[src/rtl/fsm_interface.sv]
// fsm_interface: bus-side control FSM for the AES-128 block.
// Decodes host transfers into message/key shift strobes, pulses load,
// then strobes the output register during readback.
// Ports: clk, reset (async, active-low), CS, RW, adress (bus cycle);
//        load, shift_in_message, shift_in_key, shift_out (controls).
module fsm_interface #(
  parameter int NBYTES = 16
) (
  input  logic clk,
  input  logic reset,
  input  logic CS,
  input  logic RW,
  input  logic adress,
  output logic load,
  output logic shift_in_message,
  output logic shift_in_key,
  output logic shift_out
);

  localparam int CW = $clog2(NBYTES + 1);
  localparam logic [CW-1:0] FULL = CW'(NBYTES);
  localparam logic [CW-1:0] LAST = CW'(NBYTES - 1);

  localparam logic [1:0] S_COLLECT = 2'd0;
  localparam logic [1:0] S_LOAD    = 2'd1;
  localparam logic [1:0] S_OUT     = 2'd2;

  logic [1:0]    state_q, state_d;
  logic [CW-1:0] msg_cnt_q, msg_cnt_d;
  logic [CW-1:0] key_cnt_q, key_cnt_d;
  logic [CW-1:0] rd_cnt_q, rd_cnt_d;

  logic wr_xfer;
  logic rd_xfer;

  // Strobes are Mealy, so gate them with reset to keep them
  // low while reset is held even if the host is driving a cycle.
  assign wr_xfer = reset & CS & RW;
  assign rd_xfer = reset & CS & ~RW;

  always_comb begin
    state_d          = state_q;
    msg_cnt_d        = msg_cnt_q;
    key_cnt_d        = key_cnt_q;
    rd_cnt_d         = rd_cnt_q;
    shift_in_message = 1'b0;
    shift_in_key     = 1'b0;
    shift_out        = 1'b0;
    unique case (state_q)
      S_COLLECT: begin
        if (wr_xfer && !adress && msg_cnt_q != FULL) begin
          shift_in_message = 1'b1;
          msg_cnt_d        = msg_cnt_q + 1'b1;
        end
        if (wr_xfer && adress && key_cnt_q != FULL) begin
          shift_in_key = 1'b1;
          key_cnt_d    = key_cnt_q + 1'b1;
        end
        // Uses the updated counts so the final write moves to LOAD.
        if (msg_cnt_d == FULL && key_cnt_d == FULL) begin
          state_d = S_LOAD;
        end
      end
      S_LOAD: begin
        msg_cnt_d = '0;
        key_cnt_d = '0;
        rd_cnt_d  = '0;
        state_d   = S_OUT;
      end
      S_OUT: begin
        if (rd_xfer) begin
          shift_out = 1'b1;
          if (rd_cnt_q == LAST) begin
            rd_cnt_d = '0;
            state_d  = S_COLLECT;
          end else begin
            rd_cnt_d = rd_cnt_q + 1'b1;
          end
        end
      end
      default: begin
        state_d = S_COLLECT;
      end
    endcase
  end

  always_ff @(posedge clk or negedge reset) begin
    if (!reset) begin
      state_q   <= S_COLLECT;
      msg_cnt_q <= '0;
      key_cnt_q <= '0;
      rd_cnt_q  <= '0;
    end else begin
      state_q   <= state_d;
      msg_cnt_q <= msg_cnt_d;
      key_cnt_q <= key_cnt_d;
      rd_cnt_q  <= rd_cnt_d;
    end
  end

  assign load = (state_q == S_LOAD);

endmodule

[config.mk]
export PLATFORM = sky130hd
export DESIGN_NAME = fsm_interface
export DESIGN_NICKNAME = d
export VERILOG_FILES = /design/src/rtl/fsm_interface.sv
export SDC_FILE = /design/constraint.sdc
export NUM_CORES = 1
export LEC_CHECK = 0
export ABC_CLOCK_PERIOD_IN_PS = 3500
export BUFFER_PORTS_ARGS = -buffer_cell sky130_fd_sc_hd__buf_2
export CAP_MARGIN = 25
export CORE_ASPECT_RATIO = 0.5
export CORE_MARGIN = 1.5
export CORE_UTILIZATION = 32
export DETAILED_ROUTE_END_ITERATION = 8
export HOLD_SLACK_MARGIN = 0.06
export PLACE_DENSITY = 0.52
export SYNTH_ARGS = -nofsm -noshare
export SYNTH_HDL_FRONTEND = slang
export SYNTH_SLANG_ARGS = --single-unit
[constraint.sdc]
create_clock -name clk -period 3.5 [get_ports clk]
set_input_delay 0.7 -clock clk [delete_from_list [all_inputs] [get_ports clk]]
set_output_delay 0.7 -clock clk [all_outputs]
set_load 0.01 [all_outputs]
Yosys cells after proc, flatten, opt, wreduce, memory -nomap -nowiden

Cells that the tools add are included.
Widths: inputs -> output; s select.

Input port bits: 5
Output and inout port bits: 4
Bits in registers: 17

Equal/unequal tests: 10
Reductions and logical operators: 11
Add/sub/neg operators: 3
Bitwise logic cells: 4
Muxes and demuxes: 19

Operator list:

| operator            | count |
|---|---|
| $mux 5              | 6 |
| $pmux 5 s2          | 3 |
| $add 5x1->5 const B | 3 |
| $eq 5x5->1 const B  | 2 |
| $ne 5x5->1 const B  | 2 |
| $mux 1              | 6 |
| $mux 2              | 3 |
| $ne 2x2->1 const B  | 3 |
| $pmux 2 s3          | 1 |
| $eq 5x4->1 const B  | 1 |
| $logic_and 1x1->1   | 5 |
| $reduce_bool 2->1   | 2 |
| $and 1x1->1         | 3 |
| $reduce_and 3->1    | 1 |
| $eq 2x1->1 const B  | 1 |
| $eq 2x2->1 const B  | 1 |
| $logic_not 2->1     | 1 |
| $reduce_and 2->1    | 1 |
| $logic_not 1->1     | 1 |
| $not 1->1           | 1 |

Depth between registers and ports, before layout

Gate-level depths: netlist of the first run.

Depth in word-level cells: 10
Gate-level depth with buffers: 6
Gate-level depth less buffers: 6

Least setup slack after synthesis of the first run

Ideal clock, no wire load.

Path type: input-to-output
Start: input adress
End: output shift_in_key
Stages on the path: 2
Path buffers: 0
Setup slack: 1.417 ns
Data arrival time: 1.383 ns
Path through: nand4_2 nor4_1

Word-level cells in the longest chain between the ends: 4

RTL lines:

| item                           | RTL line | RTL |
|---|---|---|
| start, declared                | 13       | `input logic adress,` |
| $logic_and 1x1->1 (2 in a row) | 55       | `if (wr_xfer && adress && key_cnt_q != FULL) begin` |
| $mux 1                         | 55       |  |
| $mux 1                         | 49       | `unique case (state_q)` |
| end, declared                  | 16       | `output logic shift_in_key,` |

No other way between the ends.

Final worst setup path of the first run

Start: input reset
End: output shift_in_key

Word-level cells in the longest chain between the ends: 6

RTL lines:

| item                           | RTL line | RTL |
|---|---|---|
| start, declared                | 10       | `input logic reset,` |
| $and 1x1->1 (2 in a row)       | 38       | `assign wr_xfer = reset & CS & RW;` |
| $logic_and 1x1->1 (2 in a row) | 55       |  |
| $mux 1                         | 55       |  |
| $mux 1                         | 49       |  |

No other way between the ends.

==> results, run 1 <==
- At the end of routability-driven placement, the weighted congestion stood at approximately 0.77.
- The via count of the first global-routing pass is between 800 and 900.
- Static timing analysis puts the maximum clock frequency at 0.375 GHz.
- The cell at the root of the clock tree is sky130_fd_sc_hd__clkbuf_8.
- In this run the remaining antenna-violating nets after routing total 0.
- The half-perimeter wire length after placement is roughly 1.7 mm.
- Leaving out fill and tap cells, the most frequent cells in the layout are sky130_fd_sc_hd__dfrtp_1 (17), sky130_fd_sc_hd__nand2_1 (13), sky130_fd_sc_hd__o21ai_0 (12), sky130_fd_sc_hd__nor2_1 (8), sky130_fd_sc_hd__buf_2 (8).
- The worst register-to-register path ends at state_q[0].
- The post-synthesis instance area is about 1200 um^2.
- The leakage power summed over all cells is around 0.58 nW.
- The setup TNS is 0 ps.
- Data on the critical path is required at its endpoint by around 2800 ps.
- After synthesis, the share of flip-flops with an asynchronous set or reset is 100%.
- The number of buffers inserted to repair setup after CTS is 0.
- Entering global routing, the biggest net connects 23 pins.
- In this run the worst hold path is classified as in -> async.
- At the pin with the least slew margin, the transition time is between 500 and 600 ps.
- The initial antenna violation count is 0.
- The global-route wire length before repair is around 4 mm.
- The count of TritonRoute iterations in the first routing pass is 5.
- The final non-filler cell area is 1280 um^2.
- The final max-slew violation count is 0.
- The number of buffers added to fix hold violations after cts is 0.
- Setup repair after global routing left no endpoint under its margin.
- The final wirelength is 2.48 mm.
- A synthesized cell averages between 9 and 10 um^2.
- The flip-flop cell with the highest count after synthesis is sky130_fd_sc_hd__dfrtp_1.
- The count of buffers inserted at the top-level ports is 8.
- Using the TritonRoute via totals, the vias-per-cell ratio works out to ~5.3.
- After synthesis, flip-flops and latches occupy a little under two fifths of the total area.
- The post-synthesis net count is approximately 140.
- The clock tree from TritonCTS is yes.
- The first routing iteration left roughly 120 violations.
- The detailed router placed ~980 vias in this run.
- In this run the number of H-tree levels came out at 1.
- In this run the worst path has a maximum fanout of 22.
- The final critical delay including setup and external delays is 2660 ps.
- The fraction of the mapped netlist area in simple logic gates is 27.9%.
- Dividing total power by cell area gives a power density of between 300 and 400 nW/um^2.
- The post-route netlist has 15.6% of its cells at a drive strength greater than 1.
- Once the clock tree was built, the resizer swapped 0 gates to a different size.
- In this run the horizontal extent of the chip is just under 90 um.
- The number of primary I/O pins is 9.
- After global routing the overflow that remains totals 0.
- The post-synthesis cell type count is 46.
- The worst ir drop on vdd is between 0.0002 and 0.00025 V.
- The slowest stage of the critical path belongs to the cell sky130_fd_sc_hd__nor4_1.
- The placed instances occupy a cell area of between 1000 and 1500 um^2.
- The library cell used most frequently in the layout, excluding fill and tap cells, is sky130_fd_sc_hd__dfrtp_1.
- The floorplan step set the die height to 45.5 um.
- The routed length per instance is around 13 um.
- In this run, synthesis inferred 0 flip-flops with an integrated enable.
- In this run the register-to-register setup slack is around 1500 ps.
- The starting density of the core is between 30% and 40%.
- The data arrival time of the critical path is 1960 ps.
- The DRC violation count after routing is 0.
- Synthesis inferred 17 register bits.
- The repair_antennas step left the layout with diodes totalling 0.
- Summing the areas of all fa, ha and maj instances in the mapped netlist gives under 10% of the synthesized area.
- In this run the deepest clock path goes through 2 buffers.
- The xor-xnor portion of the synthesized cell area is 1.51%.
- The kind of critical path is in -> out.
- The core outline area is around 3500 um^2.
- In this run, CTS created clock tree buffers numbering 3.
- Clock-pin slew was measured on the worst setup and hold paths at ~70 ps.
- The flow ran to the end, and the final reports show no timing, DRC or antenna violations.
- The compound-cell area share of the yosys netlist is ~17%.
- After synthesis, the largest family of logic cells by area is simple AND/OR/NAND/NOR gates.
- The clock insertion delay at the later pin of the skew report is about 260 ps.
- The number of cells on the worst reg-to-reg path is 6.
- The startpoint identified for the worst register-to-register timing path is key_cnt_q[0].
- The kind of end point of the critical path is a primary output.
- The Yosys step of the flow raised 0 warnings.
- The worst setup path is launched from an input pin.
- The final hold slack is approximately 390 ps.
- The critical path goes through buf_2, nand4_2, nor4_1, buf_2.
- The area growth from synthesis to layout is 10.7%.
- The share of synthesized area spent on multiplexers is roughly 6.3%.
- By instance count, the cell type seen most on the critical path is sky130_fd_sc_hd__buf_2.
- The number of max-cap violations is 0.
- The final-report hold violation count is 0.
- The clock skew after layout is 2.95 ps.
- Dividing the final minimum period by the clock period gives between 70% and 80%.
- The number of instances in the synthesized netlist is between 100 and 150.
- The number of sinks driven by the clock tree is 17.
- On the worst path, the slowest cell contributes a delay of 440 ps.
- The final number of setup-violating endpoints is 0.
- The total global-route track usage is a little over an eighth.
- Measured against its own limit, the worst slew margin works out to 63.3%.
- The area of the die is between 4000 and 5000 um^2.
- In the final design database the tool counted 146 nets.
- Summing internal, switching and leakage power gives between 400 and 500 uW.
- The count of standard-cell rows is 15.
==> power by group <==
group | internal [mW] | switching, mW | total [mW]
registers | 0.221 | 0.0239 | 0.245
clock network | 0.0791 | 0.0709 | 0.150
logic | 0.0335 | 0.0336 | 0.0670
total | 0.334 | 0.128 | 0.462
==> sequential cells by signal (all words and copies together), names as in the netlist <==
| signal | cells |
|---|---|
| key_cnt_q | 5 |
| state_q | 2 |
| rd_cnt_q | 5 |
| msg_cnt_q | 5 |
==> critical path, delay by kind of cell <==
kind / cells / cell delay (ps)
buffers and inverters: 2 / 590
AND/OR/NAND/NOR: 2 / 660
==> layer usage <==
metal  vias to the layer above  GRT usage [%]  part of all wire (%)
li1                        493              -                     -
met1                       471           19.1                    54
met2                        16           19.7                    41
met3                         4           4.35                   3.2
met4                         0           3.75                   1.2
met5                         -              0                     0
==> cells in the mapped netlist (3+ instances only) <==
| cell type | instances | area [um^2] |
|---|---|---|
| sky130_fd_sc_hd__nor2_1 | 8 | 30.0 |
| sky130_fd_sc_hd__nand3_1 | 5 | 25.0 |
| sky130_fd_sc_hd__clkbuf_1 | 4 | 15.0 |
| sky130_fd_sc_hd__dfrtp_1 | 17 | 425 |
| sky130_fd_sc_hd__o21ai_0 | 12 | 60.1 |
| sky130_fd_sc_hd__nand2_1 | 13 | 48.8 |
| sky130_fd_sc_hd__and3_1 | 3 | 18.8 |
| sky130_fd_sc_hd__inv_1 | 6 | 22.5 |
| sky130_fd_sc_hd__nor3_1 | 5 | 25.0 |
| sky130_fd_sc_hd__mux2i_1 | 5 | 50.1 |
| sky130_fd_sc_hd__o22ai_1 | 3 | 18.8 |
| sky130_fd_sc_hd__ha_1 | 5 | 62.6 |
| sky130_fd_sc_hd__a21oi_1 | 3 | 15.0 |
==> worst max path at each step <==
stage          startpoint           end  slack [ps]  cells past startpoint
3_3_place_gp        reset  shift_in_key         840                      4
3_5_place_dp        reset  shift_in_key         810                      4
5_1_grt             reset  shift_in_key         650                      4
6_report            reset  shift_in_key         840                      4
4_1_cts             reset  shift_in_key         810                      4
2_1_floorplan      adress  shift_in_key        1420                      2
==> area by class of cell <==
class | count | area, um^2
tap | 51 | 63.8
clock inverter | 1 | 5.00
timing repair buffer | 9 | 47.5
sequential | 17 | 425
fill | 371 | 2170
multi-input combinational | 99 | 676
inverter | 6 | 22.5
clock buffer | 3 | 41.3
==> cell families (layout without fill, tap and decap cells) <==
group	Yosys count	count (layout)
XOR/XNOR	2	2
adder cells (fa/ha/maj)	5	5
flip-flops	17	17
multiplexers	7	7
AO/OA/AOI/OAI	31	31
buffers and inverters	12	19
AND/OR/NAND/NOR	54	54
==> metrics by stage <==
stage          std cells  utilization, %  worst slack, ps
5_1_grt              186            37.1              645
4_1_cts              186            37.1              807
3_5_place_dp         182            35.8              811
3_3_place_gp         182            35.8              842
2_1_floorplan        128               -             1420
6_report             186            37.1              837
Power figures use the tool's default switching activity.
==> run 2: changes to the inputs <==
Settings changed: ABC_AREA set to 1, ABC_CLOCK_PERIOD_IN_PS 3500 to 2670.
Clock period 3.5 ns to 2.67 ns, I/O delays scaled along.
==> results, run 2 <==
- The class of the tightest hold or removal check is in -> async (unchanged).
- The post-synthesis net count is 153 (was 138).
- Commonest cells after routing, fill and taps aside: sky130_fd_sc_hd__nand2_1 (33), sky130_fd_sc_hd__inv_1 (18), sky130_fd_sc_hd__dfrtp_1 (17), sky130_fd_sc_hd__nand3_1 (13), sky130_fd_sc_hd__nor2_1 (10) (was sky130_fd_sc_hd__dfrtp_1 (17), sky130_fd_sc_hd__nand2_1 (13), sky130_fd_sc_hd__o21ai_0 (12), sky130_fd_sc_hd__nor2_1 (8), sky130_fd_sc_hd__buf_2 (8)).
- Ordered cell list for the critical path: inv_1, ha_1, nand2_1, inv_1, nand2_2, nand2_2, nor2_1, buf_2 (was buf_2, nand4_2, nor4_1, buf_2).
- The sum of buffers and inverters on the critical path is 3 (was 2).
- The clock skew after layout is 2.44 ps (was 2.95 ps).
- The mean number of vias per cell was 4.62 (was 5.29).
- The most common cell after layout, fill and taps aside is sky130_fd_sc_hd__nand2_1 (was sky130_fd_sc_hd__dfrtp_1).
- The final antenna diode count came to 0 (unchanged).
- The cell at the root of the clock tree is sky130_fd_sc_hd__clkbuf_8 (unchanged).
- The buffer levels on the longest clock path is 2 (unchanged).
- The core outline area is 3140 um^2 (was 3450 um^2).
- The number of H-tree levels is 1 (unchanged).
- The net switching share of the total power is 33.6% (was 27.8%).
- The number of placed cells counting well taps is 193 (was 182).
- The area of the die is 3810 um^2 (was 4010 um^2).
- Cell types occupying the most area after synthesis: sky130_fd_sc_hd__dfrtp_1 (39%), sky130_fd_sc_hd__nand2_1 (11%), sky130_fd_sc_hd__inv_1 (6.2%) (was sky130_fd_sc_hd__dfrtp_1 (37%), sky130_fd_sc_hd__ha_1 (5.4%), sky130_fd_sc_hd__o21ai_0 (5.2%)).
- The utilization after layout is 39.9% (was 37.1%).
- The share of synthesized area spent on multiplexers is 0% (was 6.27%).
- The final-report hold violation count came to 0 (unchanged).
- Unrepaired setup endpoints after global routing: no (unchanged).
- The CTS clock-pin slew for the worst setup and hold paths is 80 ps (was 70 ps).
- The worst ir drop on vdd is 0.000293 V (was 0.000207 V).
- The number of primary I/O pins was 9 (unchanged).
- The starting density of the core is 35.0% (was 33.5%).
- The maximum number of pins on one net before global-route repair came to 12 (was 23).
- The via count of the first global-routing pass is 869 (was 826).
- The cell class contributing the biggest share of worst-path delay is flip-flops (was simple AND/OR/NAND/NOR gates).
- The number of buffers added to fix hold violations after cts is 0 (unchanged).
- The part of the Yosys area used for sequential elements came to 38.7% (was 36.8%).
- The count of buffers inserted at the top-level ports came to 8 (unchanged).
- The net switching power is 247 uW (was 128 uW).
- The synthesized-area fraction occupied by adder cells is 5.69% (was 5.41%).
- The mean post-synth cell area is 7.68 um^2 (was 9.04 um^2).
- The total number of nets in the final design is 168 (was 146).
- The sequential fraction of design power is 46.6% (was 53.0%).
- The most repeated cell in the gate-level netlist after synthesis is sky130_fd_sc_hd__nand2_1 (was sky130_fd_sc_hd__dfrtp_1).
- The clock insertion delay at the later pin of the skew report came to 260 ps (about the same).
- The area fraction of the dominant cell type after synthesis was 38.7% (was 36.8%).
- The critical path startpoint category is a flip-flop (was input pin).
- The post-synthesis cell type count was 22 (was 46).
- The number of buffers created by CTS is 3 (unchanged).
- The worst slew margin relative to its limit is 75.9% (was 63.3%).
- The design internal power is 488 uW (was 334 uW).
- The timing-limited maximum frequency is between 0.5 and 0.6 GHz.
- The count of fill cells added during filler insertion is 329 (was 371).
- The count of flip-flops with a built-in enable after synthesis was 0 (unchanged).
- The residual antenna-violating net count after detailed routing is 0 (unchanged).
- Largest registers ranked by flip-flop count: key_cnt_q (5), msg_cnt_q (5), rd_cnt_q (5) (unchanged).
- The dominant combinational cell family by area after synthesis was simple AND/OR/NAND/NOR gates (unchanged).
- The kind of end point of the critical path is a primary output (unchanged).
- The count of vias placed by the detailed router is 911 (was 984).
- The share of post-route cells with drive strength above 1 came to 21.0% (was 15.6%).
- The xor-xnor portion of the synthesized cell area is 5.58% (was 1.51%).
- The highest fanout seen on the critical path came to 7 (was 22).
- The weighted congestion reported at the end of routability-driven placement is 0.818 (was 0.767).
- The post-synthesis instance area came to 1100 um^2 (was 1160 um^2).
- The clock tree from TritonCTS was yes (unchanged).
- The fraction of the mapped netlist area in simple logic gates is 31.8% (was 27.9%).
- The data arrival time of the critical path is 1460 ps (was 1960 ps).
- The fraction of synthesis flops using an asynchronous set or reset pin is 100% (unchanged).
- The initial antenna violation count is 0 (unchanged).
- The vertical die dimension is 44.4 um (was 45.5 um).
- The power share of the clock group was 27.9% (was 32.5%).
- The leakage power summed over all cells came to 0.638 nW (was 0.584 nW).
- The clock period could shrink to 1990 ps.
- The number of instances in the synthesized netlist was 143 (was 128).
- The initial DRC count is 35 (was 116).
- The count of standard-cell rows came to 14 (was 15).
- The final max-slew violation count is 0 (unchanged).
- The number of sinks driven by the clock tree is 17 (unchanged).
- The final wirelength is 2.28 mm (was 2.48 mm).
- The kind of critical path is reg -> out (was in -> out).
- The combinational power share is 25.5% (was 14.5%).
- Cell types with the highest counts after synthesis: sky130_fd_sc_hd__nand2_1 (33), sky130_fd_sc_hd__inv_1 (18), sky130_fd_sc_hd__dfrtp_1 (17) (was sky130_fd_sc_hd__dfrtp_1 (17), sky130_fd_sc_hd__nand2_1 (13), sky130_fd_sc_hd__o21ai_0 (12)).
- The number of gates resized after CTS is 0 (unchanged).
- The floorplan die width is 85.9 um (was 88.1 um).
- The areal power density over the cells is 586 nW/um^2 (was 361 nW/um^2).
- The setup TNS came to 0 ps (unchanged).
- The count of TritonRoute iterations in the first routing pass was 4 (was 5).
- The number of max-cap violations came to 0 (unchanged).
- The routed length per instance is 11.6 um (was 13.3 um).
- The number of warning messages in the yosys log is 0 (unchanged).
- The total global-route track usage came to 13.7% (was 13.4%).
- Result of the run: finished, final reports clean (unchanged).
- The number of buffers inserted to repair setup after CTS was 0 (unchanged).
- The half-perimeter wire length after placement is 1.78 mm (was 1.74 mm).
- The final non-filler cell area was 1250 um^2 (was 1280 um^2).
- The delay of the slowest cell on the worst path is 390 ps (was 440 ps).
- The post-synthesis to final-layout area growth is 14.0% (was 10.7%).
- The worst-margin pin slew came to 358 ps (was 543 ps).
- The cell taking the most area after synthesis is sky130_fd_sc_hd__dfrtp_1 (unchanged).
- The flop and latch count out of synthesis was 17 (unchanged).
- The flip-flop cell with the highest count after synthesis is sky130_fd_sc_hd__dfrtp_1 (unchanged).
- The final cycle utilization of the critical path is roughly three quarters.
- The DRC violation count after routing is 0 (unchanged).
- The standard cell area after detailed placement is 1200 um^2 (was 1230 um^2).
- The data required time at the worst endpoint is 2140 ps (was 2800 ps).
- The sum of overflow across all layers after global routing is 0 (unchanged).
- The compound-cell area share of the yosys netlist is 10.4% (was 17.3%).
- The final cell count without fillers is 197 (was 186).
- The final number of setup-violating endpoints was 0 (unchanged).
- The library cell contributing the largest single delay on the critical path is sky130_fd_sc_hd__dfrtp_1 (was sky130_fd_sc_hd__nor4_1).
- The global-route wire length before repair is 3.96 mm (was 3.98 mm).
[run 2: kinds of logic after synthesis]
kind of cell    Yosys count
flops                    17
compound gates           19
xor+xnor                  7
fa+ha+maj                 5
simple gates             72
buf+inv                  23
[run 2: area by class of cell]
cell class                 instances  area [um^2]  share of cell area (%)
clock buffer                       3         41.3                    3.30
clock inverter                     1         7.51                   0.599
inverter                          23         86.3                    6.89
multi-input combinational        103          587                    46.9
sequential                        17          425                    34.0
tap                               40         50.0                    4.00
timing repair buffer              10         55.1                    4.40
[run 2: worst paths after layout]
path	startpoint	end	slack [ps]	cells past startpoint
max reg2reg	msg_cnt_q[0]	state_q[0]	1120	12
max in group asynchronous	reset	msg_cnt_q[0]	2130	2
min in group clk	rd_cnt_q[4]	rd_cnt_q[4]	510	2
min	reset	key_cnt_q[0]	130	1
max	msg_cnt_q[0]	shift_in_message	680	8
min reg2reg	rd_cnt_q[4]	rd_cnt_q[4]	510	2
[run 2: per-stage QoR]
step,setup slack [ps],hold slack (ps),power (mW)
3_5_place_dp,683,407,0.534
5_1_grt,532,120,0.786
2_1_floorplan,1080,238,0.486
3_3_place_gp,717,401,0.532
4_1_cts,666,123,0.742
6_report,680,126,0.734
[run 2: routing by layer]
| metal | global-route usage (%) | routed length [um] | vias up | share of wire, % |
|---|---|---|---|---|
| met5 | 0 | 0 | - | 0 |
| met4 | 2.90 | 22 | 0 | 0.96 |
| met3 | 4.10 | 62 | 2 | 2.7 |
| met2 | 21.9 | 957 | 8 | 42 |
| met1 | 18.6 | 1240 | 411 | 54 |
| li1 | - | - | 490 | - |
[run 2: power by group through the flow]
stage / registers, mW / logic [mW] / clock network, mW
floorplan: 0.337 / 0.148 / 0
global placement: 0.347 / 0.184 / 0
detailed placement: 0.346 / 0.189 / 0
CTS: 0.341 / 0.189 / 0.212
global route: 0.349 / 0.216 / 0.221
finish: 0.342 / 0.187 / 0.205
